**src/rtl/emu_transactor_gen2_if.sv**
```systemverilog
// Host byte channel of the co-emulation transactor: write/command strobes in,
// registered read data and busy flag out.
interface emu_transactor_gen2_if #(
  parameter int ADDR_W = 4
);
  logic [7:0]        Din_emu;
  logic [ADDR_W-1:0] Addr_emu;
  logic              wr_emu;
  logic              load_emu;
  logic              get_emu;
  logic              step_emu;
  logic [7:0]        Dout_emu;
  logic              busy_emu;

  modport master (
    output Din_emu, Addr_emu, wr_emu, load_emu, get_emu, step_emu,
    input  Dout_emu, busy_emu
  );

  modport slave (
    input  Din_emu, Addr_emu, wr_emu, load_emu, get_emu, step_emu,
    output Dout_emu, busy_emu
  );
endinterface

```
**src/rtl/emu_transactor_gen2.sv**
```systemverilog
// Co-emulation transactor: double-buffered stimulus, capture bank, step engine.
// Optional EMU_AUTO_CAPTURE_EN: capture out_bus automatically at the end of a step.
//
// state     | meaning
// S_IDLE    | accepting host commands
// S_RUN     | clk_dut_en high, down-counter running
// S_CAPTURE | one cycle sampling out_bus into the capture bank (auto-capture only)
module emu_transactor_gen2 #(
  parameter int STIM_BYTES = 8,
  parameter int OUT_BYTES  = 8,
  parameter int ADDR_W     = 4,
  parameter int STEP_W     = 16
) (
  input  logic                    clk_emu,
  input  logic                    reset,
  emu_transactor_gen2_if.slave    host,
  output logic [8*STIM_BYTES-1:0] stim_bus,
  input  logic [8*OUT_BYTES-1:0]  out_bus,
  output logic                    clk_dut_en
);
  localparam logic [ADDR_W-1:0] A_STEP_LO = ADDR_W'(STIM_BYTES);
  localparam logic [ADDR_W-1:0] A_STEP_HI = ADDR_W'(STIM_BYTES + 1);
  localparam logic [ADDR_W-1:0] A_STATUS  = ADDR_W'(OUT_BYTES);

  typedef enum logic [1:0] {S_IDLE, S_RUN, S_CAPTURE} state_t;

  state_t                  r_state, w_next;
  logic                    r_busy;
  logic [8*STIM_BYTES-1:0] r_shadow, r_stim;
  logic [8*OUT_BYTES-1:0]  r_capture;
  logic [STEP_W-1:0]       r_step_cnt, r_down;
  logic                    r_dut_en, r_done, r_err, r_zero_pend;
  logic [7:0]              r_dout, w_rd_byte;
  logic                    w_idle, w_cmd_any, w_do_load, w_do_get, w_do_step, w_do_wr;
  logic                    w_step_zero, w_run_last, w_done_set, w_err_set, w_rd_status;
  logic                    w_zero_set;

  assign w_idle      = (r_state == S_IDLE);
  assign w_cmd_any   = host.wr_emu | host.load_emu | host.get_emu | host.step_emu;
  assign w_do_load   = w_idle & host.load_emu;
  assign w_do_get    = w_idle & ~host.load_emu & host.get_emu;
  assign w_do_step   = w_idle & ~host.load_emu & ~host.get_emu & host.step_emu;
  assign w_do_wr     = w_idle & ~host.load_emu & ~host.get_emu & ~host.step_emu & host.wr_emu;
  assign w_step_zero = (r_step_cnt == '0);
  assign w_run_last  = (r_state == S_RUN) && (r_down == STEP_W'(1));
  assign w_err_set   = r_busy & w_cmd_any;
  assign w_rd_status = (host.Addr_emu == A_STATUS);

`ifdef EMU_AUTO_CAPTURE_EN
  assign w_zero_set = 1'b0;
`else
  assign w_zero_set = w_do_step & w_step_zero;
`endif

  always_comb begin
    w_next     = r_state;
    w_done_set = r_zero_pend;
    unique case (r_state)
      S_IDLE: begin
        if (w_do_step && !w_step_zero) w_next = S_RUN;
`ifdef EMU_AUTO_CAPTURE_EN
        else if (w_do_step) w_next = S_CAPTURE;
`endif
      end
      S_RUN: begin
        if (w_run_last) begin
`ifdef EMU_AUTO_CAPTURE_EN
          w_next = S_CAPTURE;
`else
          w_next     = S_IDLE;
          w_done_set = 1'b1;
`endif
        end
      end
      S_CAPTURE: begin
        w_next     = S_IDLE;
        w_done_set = 1'b1;
      end
      default: w_next = S_IDLE;
    endcase
  end

  always_ff @(posedge clk_emu) begin
    if (reset) begin
      r_state <= S_IDLE;
      r_busy  <= 1'b0;
    end else begin
      r_state <= w_next;
      r_busy  <= (w_next != S_IDLE);
    end
  end

  always_comb begin
    w_rd_byte = 8'h00;
    for (int k = 0; k < OUT_BYTES; k++)
      if (host.Addr_emu == ADDR_W'(k)) w_rd_byte = r_capture[8*k +: 8];
    if (w_rd_status) w_rd_byte = {5'b0, r_done, r_err, r_busy};
  end

  always_ff @(posedge clk_emu) begin
    if (reset) begin
      r_shadow    <= '0;
      r_stim      <= '0;
      r_capture   <= '0;
      r_step_cnt  <= '0;
      r_down      <= '0;
      r_dut_en    <= 1'b0;
      r_done      <= 1'b0;
      r_err       <= 1'b0;
      r_zero_pend <= 1'b0;
      r_dout      <= 8'h00;
    end else begin
      if (w_do_wr) begin
        for (int k = 0; k < STIM_BYTES; k++)
          if (host.Addr_emu == ADDR_W'(k)) r_shadow[8*k +: 8] <= host.Din_emu;
        if (host.Addr_emu == A_STEP_LO) r_step_cnt[7:0]  <= host.Din_emu;
        if (host.Addr_emu == A_STEP_HI) r_step_cnt[15:8] <= host.Din_emu;
      end
      if (w_do_load) r_stim <= r_shadow;
      if (w_do_get || r_state == S_CAPTURE) r_capture <= out_bus;
      // r_step_cnt is left intact so the same step can be reissued
      if (w_do_step && !w_step_zero) begin
        r_down   <= r_step_cnt;
        r_dut_en <= 1'b1;
      end else if (r_state == S_RUN) begin
        r_down <= r_down - STEP_W'(1);
        if (w_run_last) r_dut_en <= 1'b0;
      end
      r_zero_pend <= w_zero_set;
      r_dout      <= w_rd_byte;
      r_done      <= w_done_set | (r_done & ~w_rd_status);
      r_err       <= w_err_set  | (r_err  & ~w_rd_status);
    end
  end

  assign stim_bus      = r_stim;
  assign clk_dut_en    = r_dut_en;
  assign host.Dout_emu = r_dout;
  assign host.busy_emu = r_busy;
endmodule

```
**src/flat_wrapper.sv**
```systemverilog
// flat-port wrapper written by rule: the top's interface ports become plain ports
module emu_transactor_gen2_flat 
#(
  parameter int STIM_BYTES = 8,
  parameter int OUT_BYTES  = 8,
  parameter int ADDR_W     = 4,
  parameter int STEP_W     = 16
)
  (clk_emu, reset, stim_bus, out_bus, clk_dut_en, host_Din_emu, host_Addr_emu, host_wr_emu, host_load_emu, host_get_emu, host_step_emu, host_Dout_emu, host_busy_emu);
  emu_transactor_gen2_if #(.ADDR_W(ADDR_W)) host_i ();
  input  logic clk_emu;
  input  logic reset;
  output logic [8*STIM_BYTES-1:0] stim_bus;
  input  logic [8*OUT_BYTES-1:0] out_bus;
  output logic clk_dut_en;
  input wire logic [$bits(host_i.Din_emu)-1:0] host_Din_emu;
  input wire logic [$bits(host_i.Addr_emu)-1:0] host_Addr_emu;
  input wire logic [$bits(host_i.wr_emu)-1:0] host_wr_emu;
  input wire logic [$bits(host_i.load_emu)-1:0] host_load_emu;
  input wire logic [$bits(host_i.get_emu)-1:0] host_get_emu;
  input wire logic [$bits(host_i.step_emu)-1:0] host_step_emu;
  output wire logic [$bits(host_i.Dout_emu)-1:0] host_Dout_emu;
  output wire logic [$bits(host_i.busy_emu)-1:0] host_busy_emu;
  assign host_i.Din_emu = host_Din_emu;
  assign host_i.Addr_emu = host_Addr_emu;
  assign host_i.wr_emu = host_wr_emu;
  assign host_i.load_emu = host_load_emu;
  assign host_i.get_emu = host_get_emu;
  assign host_i.step_emu = host_step_emu;
  assign host_Dout_emu = host_i.Dout_emu;
  assign host_busy_emu = host_i.busy_emu;
  emu_transactor_gen2 #(.STIM_BYTES(STIM_BYTES), .OUT_BYTES(OUT_BYTES), .ADDR_W(ADDR_W), .STEP_W(STEP_W)) u_core (.clk_emu(clk_emu), .reset(reset), .host(host_i), .stim_bus(stim_bus), .out_bus(out_bus), .clk_dut_en(clk_dut_en));
endmodule
```
**config.mk**
```make
export PLATFORM = sky130hd
export DESIGN_NAME = emu_transactor_gen2_flat
export DESIGN_NICKNAME = d
export VERILOG_FILES = /design/src/rtl/emu_transactor_gen2_if.sv /design/src/rtl/emu_transactor_gen2.sv /design/src/flat_wrapper.sv
export SDC_FILE = /design/constraint.sdc
export NUM_CORES = 1
export LEC_CHECK = 0
export CORE_AREA = 2 2 148 150
export DETAILED_ROUTE_END_ITERATION = 12
export DIE_AREA = 0 0 150 152
export GPL_ROUTABILITY_DRIVEN = 0
export MAX_ROUTING_LAYER = met4
export PLACE_DENSITY = 0.71
export SETUP_SLACK_MARGIN = 0.5
export SYNTH_ARGS = -nofsm -noshare
export SYNTH_HDL_FRONTEND = slang
export SYNTH_SLANG_ARGS = --single-unit
```
**constraint.sdc**
```tcl
create_clock -name clk_emu -period 2.33 [get_ports clk_emu]
set_input_delay 0.5825 -clock clk_emu [delete_from_list [all_inputs] [get_ports clk_emu]]
set_output_delay 0.5825 -clock clk_emu [all_outputs]
set_load 0.005 [all_outputs]
```
# After elaboration in Yosys (flattened, before gate mapping)
# Index checks and enable logic that the tools add are counted.
[word_totals]
regBits = 239
input_bits = 82
[op_classes]
addsub = 1
n_eq_ne = 12
n_mux = 19
bitwise_logic = 20
reduce_logical = 22
[ops]
columns = ["op", "count"]
rows = [
  ["$mux 8", 8],
  ["$mux 16", 2],
  ["$reduce_and 2->1", 11],
  ["$eq 16x1->1 const B", 1],
  ["$eq 4x3->1 const B", 4],
  ["$logic_not 16->1", 1],
  ["$sub 16x1->16 const B", 1],
  ["$and 1x1->1", 11],
  ["$eq 4x2->1 const B", 2],
  ["$eq 4x4->1 const B", 2],
  ["$reduce_bool 2->1", 3],
  ["$or 1x1->1", 5],
  ["$eq 4x1->1 const B", 1],
  ["$logic_not 4->1", 1],
  ["$mux 1", 4],
  ["$mux 2", 2],
  ["$not 1->1", 4],
  ["$pmux 2 s2", 1],
  ["$mux 3", 1],
  ["$eq 2x1->1 const B", 1],
  ["$eq 2x2->1 const B", 1],
  ["$logic_and 1x1->1", 2],
  ["$logic_not 2->1", 1],
  ["$pmux 1 s2", 1],
  ["3 further kinds", 3],
]

# Longest topological paths before layout
[depth]
ltp_word = 10
mapped_depth = 8
ltp_nobuf = 6

# Worst setup path after synthesis
# Ideal clock, no wire load.
[synth_timing]
path_type = "input -> register"
from = "input host_Addr_emu[2]"
to = "register u_core.r_step_cnt[0]"
arrival_ns = 2.256
required_ns = 2.202
setup_slack_ns = -0.054
stages = 6
cell_sequence = "buf_6 > or4b_2 > clkbuf_1 > nor3_2 > mux2i_1 > nor2_1"
[synth_via]
elab_chain_cells = 2
[synth_lines]
columns = ["item", "line_no", "text"]
rows = [
  ["start, declared", "flat_wrapper.sv:17", "input wire logic [$bits(host_i.Addr_emu)-1:0] host_Addr_emu;"],
  ["$eq 4x4->1", "emu_transactor_gen2.sv:116", "if (host.Addr_emu == A_STEP_LO) r_step_cnt[7:0] <= host.Din_emu;"],
  ["$reduce_and 2->1 (no source line)", "-", ""],
  ["end signal, assigned", "emu_transactor_gen2.sv:116", ""],
  ["end, declared", "emu_transactor_gen2.sv:31", "logic [STEP_W-1:0] r_step_cnt, r_down;"],
]
# Every way passes these cells.
# A chain may end at the register's enable or synchronous reset.

# Worst setup path after layout
[layout_timing]
from = "register u_core.r_down[3]"
to = "register u_core.r_down[15]"
[layout_via]
elab_chain_cells = 3
[layout_lines]
columns = ["item", "line_no", "text"]
rows = [
  ["start, declared", "emu_transactor_gen2.sv:31", ""],
  ["start signal, assigned", "emu_transactor_gen2.sv:123", "r_down <= r_step_cnt;"],
  ["start signal, assigned", "emu_transactor_gen2.sv:126", "r_down <= r_down - STEP_W'(1);"],
  ["$sub 16x1->16", "emu_transactor_gen2.sv:126", ""],
  ["$mux 16", "emu_transactor_gen2.sv:125", "end else if (r_state == S_RUN) begin"],
  ["$mux 16", "emu_transactor_gen2.sv:122", "if (w_do_step && !w_step_zero) begin"],
]
# Every way passes these cells. The select of a mux whose other input is x is not followed.

==> key figures <==
Clock tree
  – Sink Count: around 240
  – Latest clock arrival within the worst-skew pair: around 520 ps
  – Root Driver: clkbuf_16
  – Num CTS Buffers: 24
  – TritonCTS clock tree: done
  – H-tree levels: 1
  – Clock buffer depth: 3
  – Post-CTS Hold Fix Bufs: 0
  – Clock slew at reported path FFs: 60 ps

Timing
  – Worst Hold Slack: ~440 ps
  – Fin Setup TNS: 0 ps
  – Slew headroom: 53.79%
  – Fin crit period: just over 2000 ps
  – Final Hold Vio Count: 0
  – Final Skew: ~6 ps
  – Final setup viols: 0
  – Measured slew at the worst slew-check pin: 691.0 ps
  – Crit share post-route: between 80 and 90%
  – RSZ-0062 raised after global routing: yes
  – Highest Clock Rate: a little under 500 MHz
  – Final slew viol count: 0

Synth
  – Number of synthesized register bits: between 200 and 250
  – Share of the synthesized area in the top cell type: about half
  – Top cells by area, synth: dfxtp_1 (51%), nand2_1 (11%), mux2i_1 (9.4%)
  – Sequential cell area fraction in the yosys report: approximately half
  – Post-Synthesis Cells: between 1000 and 1500
  – Warnings, synthesis: 0
  – Syn_nets: 1179
  – Most instantiated cells after synthesis: nand2_1 (271), dfxtp_1 (239), a21oi_1 (150)
  – Cell with the most instances after synthesis: nand2_1
  – Syn avg cell area: around 8.6 µm²
  – Synth area leader: dfxtp_1
  – Yosys cell types: 52
  – Number of enable flip-flop cells after synthesis: 0
  – Ys flop type: dfxtp_1
  – Synthesized area: 0.009410 mm²
  – Synth async-reset ratio: 0%

Worst setup path
  – Worst Path Required: between 2000 and 3000 ps
  – Reg2reg path depth: 4
  – Crit. End Element: register
  – CP cell instances: or4_4 -> or4_4 -> or3_4 -> a311oi_2
  – Critical path class: register to register
  – Top delay family on crit path: simple AND/OR/NAND/NOR gates
  – Crit path DAT: around 2500 ps
  – Max stage delay on crit path: roughly 540 ps
  – R2R Path Start: u_core.r_down[3]
  – Reg2Reg Setup Slack: 300 ps
  – Most frequent CP cell: or4_4
  – Worst reg2reg endpoint: u_core.r_down[15]
  – Crit path buf inv count: 0
  – CP Launch Type: register
  – Peak fanout along the critical path: 2
  – Slowest CP cell: or4_4

Global routing
  – Total gr overflow: 0
  – Total GRT Usage: 22.04%
  – First-pass GRT wire length: 39870 µm
  – Largest net degree at the start of global routing: roughly 120
  – Initial antenna violation count: 2
  – Number of global-route vias before repair: between 7000 and 8000

Floorplan
  – DIE AREA: roughly 0.023 mm²
  – Die Span Y: about 150 µm
  – Chip width: around 150 µm
  – Core area: 0.02135 mm²
  – Starting density of the core: ~44%
  – # rows: 54
  – Num ports: about 160

Route
  – Drt wl/cell: roughly 16 µm
  – DRC: 0
  – Via/cell ratio: between 5 and 6
  – DRT Wirelength: approximately 25000 µm
  – TritonRoute pass-1 iters: 7
  – Vias: about 8000
  – Detail Route Antenna Nets: 0
  – Detailed Route Iter0 Violations: between 500 and 600

Min path
  – Min-delay worst type: register to register
  – WHS Endpoint: u_core.stim_bus[34]
  – Hold_sp: u_core.r_shadow[34]
  – Hold depth: 2

Placed design
  – Placed Area: about 0.012 mm²
  – # port buffers: between 150 and 200
  – Post-DP HPWL: between 15000 and 20000 µm

Power and ir drop
  – Lkg Pwr: between 4 and 5 nW
  – VDD IR-drop max: 0.0004406 V
  – PnR Total Power: about 8.5 mW
  – Pwr Density: roughly 690 mW/mm²

Cells and area
  – Design area: 0.01245 mm²
  – Utilization after layout: between 50% and 60%
  – Fin nets: between 1000 and 1500
  – Synth-to-Final Area Change: 32.28%
  – Layout cells sized above 1: approximately an eighth

Status
  – Run status: finished, final reports clean

Flow run
  – Max-cap violations: 0
flip-flops by register name, indices dropped and copies added, names as in the netlist:
register              count
u_core.r_step_cnt        16
u_core.stim_bus          64
u_core.host.busy_emu      1
u_core.r_err              1
u_core.clk_dut_en         1
u_core.r_done             1
u_core.r_down            16
u_core.r_shadow          64
u_core.r_state            2
u_core.r_zero_pend        1
u_core.r_capture         64
u_core.host.Dout_emu      8
routing by layer:
metal  global-route usage [%]  vias up  share of wire [%]
met5                        -        -                  0
li1                         -     3989                  -
met2                    35.88      168                 49
met3                    3.604       40                4.9
met4                    6.065        0                2.0
met1                    28.39     3753                 44
worst max-delay path by stage:
stage                                start  cells after the start  slack [ps]                      end
after floorplan           host_Addr_emu[2]                      6         210     u_core.r_step_cnt[0]
after global placement    host_Addr_emu[0]                      6        -240  u_core.host.Dout_emu[7]
after detailed placement  host_Addr_emu[0]                      6        -240     u_core.r_step_cnt[0]
after CTS                 u_core.r_down[3]                      5         300        u_core.r_down[14]
after global routing      u_core.r_down[3]                      4         260        u_core.r_down[15]
final                     u_core.r_down[3]                      4         300        u_core.r_down[15]
kinds of logic (layout without fill, tap and decap cells):
family          after synthesis  count (layout)  synth area share [%]
compound gates              213             213                 12.79
xor+xnor                     11              11                 1.024
fa+ha+maj                     5               5                0.6648
buf+inv                      94             258                 3.936
flops                       239             239                 50.84
mux                          96              96                 10.56
other cells                   0               2                     0
simple gates                434             434                 20.18
through the flow:
stage	cells	worst slack (ps)
after floorplan	1092	209.0
after global placement	1486	-239.7
after detailed placement	1486	-241.9
after CTS	1530	298.3
after global routing	1538	255.4
final	1538	298.4
layout make-up:
| type | count | area (µm²) |
|---|---|---|
| Clock buffer | 35 | 683.2 |
| Antenna cell | 2 | 5.005 |
| Clock inverter | 6 | 60.06 |
| Timing Repair Buffer | 207 | 2034 |
| Tap cell | 280 | 350.3 |
| Sequential cell | 239 | 4818 |
| Multi-Input combinational cell | 759 | 4459 |
| Fill cell | 1934 | 8902 |
| Inverter | 10 | 37.54 |
where the power goes:
part	switching (mW)	total, mW	internal (mW)
clock network	1.54	3.68	2.13
registers	0.0365	4.19	4.15
logic	0.367	0.661	0.294
worst reg2reg max path, stage by stage, from the launching register on:
cell and delay (ps):
dfxtp_4 340, or4_4 540, or4_4 500, or3_4 380, a311oi_2 190
placed cells by master (no fill, tap or decap), types with 3 or more instances in the layout:
master / synthesis / routed
nand2_1: 271 / 268
dfxtp_1: 239 / 216
a21oi_1: 150 / 149
nor2_1: 97 / 96
mux2i_1: 88 / 87
dlygate4sd2_1: 0 / 77
clkdlybuf4s50_1: 0 / 72
buf_4: 0 / 35
clkbuf_16: 0 / 25
dfxtp_2: 0 / 21
o21ai_0: 16 / 15
buf_12: 0 / 15
nor3_1: 12 / 11
xnor2_1: 10 / 10
or4b_4: 0 / 8
o31ai_1: 8 / 8
clkbuf_1: 69 / 8
a211oi_1: 7 / 7
inv_1: 9 / 6
mux2_2: 6 / 6
nor4_4: 4 / 5
nor4_1: 10 / 5
o221ai_1: 5 / 5
o211ai_1: 5 / 5
nand2b_1: 5 / 4
or4_1: 5 / 4
a22oi_1: 4 / 4
nor4_2: 0 / 4
inv_2: 0 / 3
or4_4: 1 / 3
a311oi_1: 5 / 3
ha_1: 5 / 3
clkinv_2: 0 / 3
buf_6: 1 / 3
timing repair:
item | 4_1_cts | 5_1_grt
setup buffers | 3 | 6
endpoints found under the setup margin | 172 | 91
pin swaps | 9 | 6
endpoints found under the hold margin | 0 | 0
gates resized for setup | 112 | 26
No activity file was read; power rests on OpenSTA's default activity.
